### config.mk
export PLATFORM = sky130hd
export DESIGN_NAME = mouse_bus_peripheral
export DESIGN_NICKNAME = d
export VERILOG_FILES = /design/src/rtl/mouse_bus_peripheral.sv
export SDC_FILE = /design/constraint.sdc
export NUM_CORES = 1
export LEC_CHECK = 0
export BUFFER_PORTS_ARGS = -buffer_cell sky130_fd_sc_hd__buf_4
export CAP_MARGIN = 20
export CELL_PAD_IN_SITES_DETAIL_PLACEMENT = 1
export CELL_PAD_IN_SITES_GLOBAL_PLACEMENT = 2
export CORE_ASPECT_RATIO = 0.5
export CORE_UTILIZATION = 47
export DETAILED_ROUTE_END_ITERATION = 12
export GPL_TIMING_DRIVEN = 0
export PLACE_DENSITY = 0.93
export SYNTH_ARGS = -nofsm -noshare
export SYNTH_HDL_FRONTEND = slang
export SYNTH_SLANG_ARGS = --single-unit
### constraint.sdc
create_clock -name CLK -period 7.4 [get_ports CLK]
set_input_delay 1.11 -clock CLK [delete_from_list [all_inputs] [get_ports CLK]]
set_output_delay 1.11 -clock CLK [all_outputs]
set_load 0.03 [all_outputs]
### src/rtl/mouse_bus_peripheral.sv
// mouse_bus_peripheral: queues mouse samples in a FIFO and serves them to the CPU bus with an interrupt handshake.
module mouse_bus_peripheral #(
   parameter logic [7:0] BASE_ADDR = 8'hA0,
   parameter int         FIFO_AW   = 2
) (
   input  logic       CLK,
   input  logic       RESET,
   input  logic       SAMPLE_VALID,
   input  logic [3:0] MOUSE_STATUS,
   input  logic [7:0] MOUSE_X,
   input  logic [7:0] MOUSE_Y,
   input  logic [7:0] MOUSE_Z,
   input  logic [7:0] BUS_ADDR,
   input  logic       BUS_WE,
   input  logic [7:0] BUS_DATA_IN,
   output logic [7:0] BUS_DATA_OUT,
   output logic       BUS_DATA_OE,
   output logic       BUS_INTERRUPT_RAISE,
   input  logic       BUS_INTERRUPT_ACK
);
   localparam int                 DEPTH    = 2 ** FIFO_AW;
   localparam logic [FIFO_AW:0]   FULL_CNT = (FIFO_AW + 1)'(DEPTH);
   typedef enum logic [1:0] {IDLE, RAISED, SERVICE} state_t;
   state_t             state_q;
   logic [27:0]        mem_q [DEPTH];
   logic [FIFO_AW-1:0] wr_q, rd_q;
   logic [FIFO_AW:0]   count_q, count_d;
   logic               ovf_q, raise_q, oe_q;
   logic [7:0]         dout_q, rdata, off;
   logic [27:0]        head;
   logic               empty, full, pop_req, do_pop, do_push, read_req, ovf_set, ovf_clr;
   assign off      = BUS_ADDR - BASE_ADDR;
   assign empty    = count_q == '0;
   assign full     = count_q == FULL_CNT;
   assign pop_req  = BUS_WE && off == 8'd5;
   assign do_pop   = pop_req && !empty;
   // a pop in the same cycle frees the slot a full-FIFO push needs
   assign do_push  = SAMPLE_VALID && (!full || do_pop);
   assign ovf_set  = SAMPLE_VALID && !do_push;
   assign ovf_clr  = BUS_WE && off == 8'd6 && BUS_DATA_IN[0];
   assign read_req = !BUS_WE && off < 8'd5;
   assign count_d  = count_q + (FIFO_AW + 1)'(do_push) - (FIFO_AW + 1)'(do_pop);
   assign head     = empty ? '0 : mem_q[rd_q];
   always_comb begin
      rdata = off == 8'd0 ? {4'b0, head[27:24]} :
              off == 8'd1 ? head[23:16] :
              off == 8'd2 ? head[15:8] :
              off == 8'd3 ? head[7:0] :
                            {ovf_q, 3'b0, 4'(count_q)};
   end
   always_ff @(posedge CLK) begin
      if (do_push) mem_q[wr_q] <= {MOUSE_STATUS, MOUSE_X, MOUSE_Y, MOUSE_Z};
   end
   always_ff @(posedge CLK or negedge RESET) begin
      if (!RESET) begin
         wr_q    <= '0;
         rd_q    <= '0;
         count_q <= '0;
         ovf_q   <= 1'b0;
         oe_q    <= 1'b0;
         dout_q  <= '0;
         raise_q <= 1'b0;
         state_q <= IDLE;
      end else begin
         if (do_push) wr_q <= wr_q + FIFO_AW'(1);
         if (do_pop) rd_q <= rd_q + FIFO_AW'(1);
         count_q <= count_d;
         ovf_q   <= ovf_set || (ovf_q && !ovf_clr);
         oe_q    <= read_req;
         dout_q  <= read_req ? rdata : '0;
         case (state_q)
            IDLE: if (count_q != '0) begin
               state_q <= RAISED;
               raise_q <= 1'b1;
            end
            RAISED: if (count_d == '0) begin
               state_q <= IDLE;
               raise_q <= 1'b0;
            end else if (BUS_INTERRUPT_ACK) begin
               state_q <= SERVICE;
               raise_q <= 1'b0;
            end
            SERVICE: if (pop_req) state_q <= IDLE;
            default: begin
               state_q <= IDLE;
               raise_q <= 1'b0;
            end
         endcase
      end
   end
   assign BUS_DATA_OUT        = dout_q;
   assign BUS_DATA_OE         = oe_q;
   assign BUS_INTERRUPT_RAISE = raise_q;
endmodule

* Word-level counts from Yosys, hierarchy flattened
Memories as Yosys holds them, arrays and structs flattened.
Index checks and enable logic that the tools add are counted.
** Storage, ports and cells
- Memory bits (writable) :: 112
- Memories kept :: 1
- Word-level logic and storage cells :: 66
- Input bits :: 49
- Output and inout bits :: 10
- Register bits :: 20
** Memory list
- mem_q :: depth 4, width 28, rd ports 1, clocked after memory_dff 0, wr ports 1, line 25 : logic [27:0] mem_q [DEPTH];
** Operators by class
- Mux-type cells :: 17
- Equality and inequality tests :: 11
- Bitwise gates (word level) :: 1
- Magnitude comparators :: 1
- Reductions and logical operators :: 22
- Add/sub/neg operators :: 5
** Operators with widths (number)
- two-way mux 8 bit :: 5
- two-way mux 28 bit :: 1
- equality test 8 x 2 -> 1 bit, second input constant :: 2
- equality test 8 x 3 -> 1 bit, second input constant :: 2
- equality test 8 x 1 -> 1 bit, second input constant :: 1
- logical AND 1 bit :: 8
- logical NOT 8 bit :: 1
- < comparator 8 x 3 -> 1 bit, second input constant :: 1
- two-way mux 2 bit :: 4
- subtractor 8 bit, second input constant :: 1
- logical NOT 3 bit :: 2
- case mux 2 bit (3 select lines) :: 1
- AND reduction 3 bit :: 2
- logical NOT 1 bit :: 5
- two-way mux 1 bit :: 5
- adder 2 x 1 -> 2 bit, second input constant :: 2
- inequality test 2 bit, second input constant :: 2
- adder 3 x 1 -> 3 bit :: 1
- equality test 3 bit, second input constant :: 1
- inequality test 3 bit, second input constant :: 1
- case mux 1 bit (3 select lines) :: 1
- nonzero test 3 bit :: 1
- subtractor 3 x 1 -> 3 bit :: 1
- equality test 2 x 1 -> 1 bit, second input constant :: 1
- other kinds (4) :: 5

* Longest topological paths before layout
- Depth in word-level cells :: 11
- Mapped depth :: 17
- Depth with buffers taken out :: 17

* Least setup slack after synthesis
OpenSTA, ideal clock, no wires.
- Path type :: in2reg
- From :: input port BUS_ADDR[5]
- To :: register state_q[0]
- Path slack :: 3185 ps
- Stages on the path :: 17
- Library setup time :: 125 ps
- Path buffers :: 0
- Required time :: 7275 ps
- Arrival time :: 4090 ps
- Cells stage by stage :: inv_1 -> ha_1 -> xnor2_1 -> nor3_2 -> nand3_1 -> a31oi_2 -> inv_2 -> ha_1 -> inv_1 -> ha_1 -> inv_1 -> fa_1 -> xnor2_1 -> xnor2_1 -> o31a_1 -> nor2b_1 -> mux2_2
** Between the ends
- Longest elaborated chain between the ends :: 11
** RTL lines
- from (decl) :: line 13 : input logic [7:0] BUS_ADDR,
- subtractor 8 bit * :: line 32 : assign off = BUS_ADDR - BASE_ADDR;
- equality test 8 x 3 -> 1 bit * :: line 35 : assign pop_req = BUS_WE && off == 8'd5;
- logical AND 1 bit * :: line 35
- logical AND 1 bit * :: line 36 : assign do_pop = pop_req && !empty;
- logical OR 1 bit :: line 38 : assign do_push = SAMPLE_VALID && (!full || do_pop);
- logical AND 1 bit :: line 38
- adder 3 x 1 -> 3 bit :: line 42 : assign count_d = count_q + (FIFO_AW + 1)'(do_push) - (FIFO_AW + 1)'(do_pop);
- subtractor 3 x 1 -> 3 bit * :: line 42
- via count_d[2] :: line 27 : logic [FIFO_AW:0] count_q, count_d;
- logical NOT 3 bit * :: line 76 : RAISED: if (count_d == '0) begin
- inequality test 3 bit (no line) / two-way mux 2 bit (equally long branches)
- AND reduction 3 bit (no line) / case mux 2 bit (3 select lines) (equally long branches)
- to (signal assigned) :: line 77 : state_q <= IDLE;
- to (signal assigned) :: line 80 : state_q <= SERVICE;
- to (signal assigned) :: line 83 : SERVICE: if (pop_req) state_q <= IDLE;
- to (decl) :: line 24 : state_t state_q;
Mark *: on every way through the listed nets, which the timed path passes. The rest lies on a longest branch.
A chain may end at the register's enable or synchronous reset.

* Worst setup path after layout
Same ends and word-level chain as after synthesis.

==> out/results.tsv <==
metric	value	unit
antenna violations before repair	0	
detailed-route via count	3030	
clock tree from TritonCTS	done	
Synth Net Count	354	
utilization after layout	59.9	%
CTS HTree Levels	4	
Worst Max-Slew Pin Slew	1.08	ns
worst setup path category	in2reg	
clock sink total	132	
number of max-slew violations in the final report	0	
synth warn	0	
floorplan die width	153	um
gr usage total	23.4	%
Via density	5.76	
number of enable-type register cells in the synthesized netlist	112	
clock slew at reported path FFs	0.06	ns
global-route wire length before repair	19.7	mm
Worst IR Drop VDD	234	uV
minimum clock period	4.74	ns
Die Outline Area	0.0119	mm2
Initial Util	48.6	%
area delta synth->final	23.2	%
drt pass-1 iters	9	
Yosys reg bits	132	
CP cell instances	buf_4 -> inv_1 -> ha_1 -> xnor2_1 -> nor3_2 -> nand3_1 -> a31oi_2 -> inv_2 -> ha_1 -> inv_1 -> ha_1 -> inv_1 -> fa_1 -> xnor2_1 -> xnor2_1 -> o31a_1 -> nor2b_1 -> mux2_2	
Post-Synthesis Mean Instance Area	18.1	um2
vias in the first global route	3365	
sequential fraction of design power	45.4	%
largest net degree at the start of global routing	21	
area occupied by registers	0.00386	mm2
Critical Path Sink Type	flip-flop	
DRT Wirelength	12.7	mm
WL/cell	24.2	um
clock network power share	36.8	%
buffering stage count on the worst path with inverters included	5	
number of max-cap violations	0	
number of hold buffers added after CTS	0	
maximum net fanout on the critical path	8	
violations in the final reports	DRC	
startpoint types	primary input	
post-layout net count	425	
WP data arrival	5.04	ns
Net Sw Frac	27.0	%
Detail Placement HPWL	8.50	mm
placer's final routability congestion estimate	0.848	
maximum achievable frequency	0.211	GHz
number of distinct library cell variants in the gate-level netlist after synthesis	47	
top-level I/O count	59	
Period Utilization, post-route	64.1	%
worst-case headroom to the max-slew limit	27.3	%
CTS Root Cell	sky130_fd_sc_hd__clkbuf_16	
number of CTS-inserted buffers	17	
drt drc	2	
insertion delay to the later sink of the worst-skew pair	0.42	ns
share of async-settable or async-resettable flops after synthesis	15.2	%
area of the core	0.0110	mm2
number of setup violations in the final report	0	
Fill cells	982	
cell area after synthesis	0.00537	mm2
class of the tightest hold or removal check	reg2reg	
leakage component of the power	0.00235	uW
number of antenna cells inserted	0	
dominant synthesized flop cell	sky130_fd_sc_hd__edfxtp_1	
combinational power share	17.8	%
buffers inserted during post-CTS setup optimization	0	
power density of the placed cells	346	mW/mm2
antenna violation net count after detailed routing	0	
Mapped Cells	297	
global route total overflow	0	
cell at the slowest stage of the critical path	sky130_fd_sc_hd__nor3_2	
Starting DRT DRC Count	257	
fraction of final layout cells sized beyond drive strength 1	31.0	%
worst clock skew	0.00639	ns
number of buffers inserted by port buffering	48	
internal power consumption	1670	uW
multi-input combinational cell area	0.00139	mm2
reg-to-reg setup timing slack	3.49	ns
number of cell rows	27	
required time of the critical path	7.70	ns
Die H	77.6	um
RSZ-0062 raised after global routing	no	
delay of the slowest cell on the worst path	0.52	ns
post-synthesis sequential area ratio	72.0	%
final count of hold timing violations	0	
Worst path top cell family by delay	adder cells	
Gates resized, CTS repair	0	
Hold Slack	0.514	ns
number of buffers on the longest clock path	2	
run status	complete, but fails checks	
final setup TNS	0	ns
P_sw	619	uW
layer usage:
| metal | part of all wire, % | track usage [%] | vias up |
|---|---|---|---|
| li1 | - | - | 1333 |
| met1 | 44 | 30.7 | 1596 |
| met2 | 49 | 37.9 | 78 |
| met3 | 5.1 | 5.53 | 23 |
| met4 | 1.8 | 9.90 | 0 |
| met5 | 0 | 0 | - |
final timing paths:
kind                             start                   to  cells after the start
setup / recovery           BUS_ADDR[5]           state_q[0]                     18
min in group asynchronous        RESET              rd_q[0]                      1
setup reg to reg            count_q[1]           state_q[0]                     12
hold / removal              state_q[0]  BUS_INTERRUPT_RAISE                      1
max in group asynchronous        RESET              wr_q[1]                      1
hold reg to reg             state_q[0]  BUS_INTERRUPT_RAISE                      1
area by class of cell:
| class | count | share of cell area, % |
|---|---|---|
| flip-flops and latches | 132 | 58.4 |
| multi-input cells | 136 | 21.0 |
| clock buffers | 18 | 6.49 |
| well taps | 145 | 2.74 |
| clock inverters | 14 | 2.46 |
| repair buffers | 52 | 7.11 |
| inverters | 15 | 0.851 |
| plain buffers | 14 | 0.946 |
through the flow:
| step | worst slack (ns) | area, um2 | total power (uW) | cells |
|---|---|---|---|---|
| floorplan | 3.19 | 5370 | 1260 | 297 |
| global route | 2.48 | 6610 | 2370 | 526 |
| global placement | 2.74 | 5910 | 1360 | 490 |
| detailed placement | 2.47 | 6020 | 1440 | 494 |
| finish | 2.66 | 6610 | 2290 | 526 |
| CTS | 2.68 | 6610 | 2310 | 526 |
power groups by stage:
stage          clock, uW  sequential [uW]  combinational [uW]
2_1_floorplan          0             1030                 230
3_3_place_gp           0             1040                 326
3_5_place_dp           0             1050                 397
4_1_cts              853             1040                 412
5_1_grt              880             1050                 439
6_report             842             1040                 407
synth_stat cells (all sizes together), types with 3 or more instances:
cell / number / share of area, %
mux2i: 4 / 0.75
and2: 4 / 0.47
nand3: 4 / 0.37
inv: 15 / 1.0
xnor2: 5 / 0.82
dfrtp: 20 / 9.3
or3: 3 / 0.35
nor2: 7 / 0.49
buf: 6 / 0.61
ha: 7 / 1.6
nor2b: 3 / 0.35
clkbuf: 8 / 0.56
nor3: 10 / 1.0
o21ai: 3 / 0.28
and3: 4 / 0.47
nand2: 10 / 0.70
a31oi: 3 / 0.47
edfxtp: 112 / 63
mux4: 28 / 12
o22a: 3 / 0.49
a21oi: 11 / 1.0
kinds of logic (layout without fill, tap and decap cells):
logic type | Yosys count | after routing | share of synthesized area [%]
AO/OA/AOI/OAI | 34 | 34 | 4.47
adder cells (fa/ha/maj) | 8 | 8 | 2.00
AND/OR/NAND/NOR | 54 | 54 | 5.45
buffers and inverters | 29 | 113 | 2.21
multiplexers | 34 | 34 | 12.9
flip-flops | 132 | 132 | 72.0
XOR/XNOR | 6 | 6 | 0.979
worst reg2reg max path: stages (launching register included):
cell and delay [ns]:
sky130_fd_sc_hd__dfrtp_1 0.48, sky130_fd_sc_hd__nor3_1 0.91, sky130_fd_sc_hd__nor3_1 0.31, sky130_fd_sc_hd__ha_1 0.38, sky130_fd_sc_hd__inv_1 0.08, sky130_fd_sc_hd__ha_1 0.17, sky130_fd_sc_hd__inv_1 0.05, sky130_fd_sc_hd__fa_1 0.37
sky130_fd_sc_hd__xnor2_1 0.22, sky130_fd_sc_hd__xnor2_1 0.13, sky130_fd_sc_hd__o31a_1 0.28, sky130_fd_sc_hd__nor2b_1 0.15, sky130_fd_sc_hd__mux2_2 0.26
registers in the layout, indices dropped and copies added, names as in the netlist:
name	cells
count_q	3
rd_q	2
BUS_INTERRUPT_RAISE	1
state_q	2
mem_q	112
wr_q	2
BUS_DATA_OUT	8
BUS_DATA_OE	1
ovf_q	1
cells in the final DEF, fill, tap and decap left out, drive strengths merged, types with 7 or more instances in the layout:
master / n
mux4: 28
nor2: 7
clkinv: 8
nand2: 10
ha: 7
a21oi: 11
nor3: 10
dfrtp: 20
inv: 15
buf: 58
edfxtp: 112
clkbuf: 26
Power figures use the tool's default switching activity.
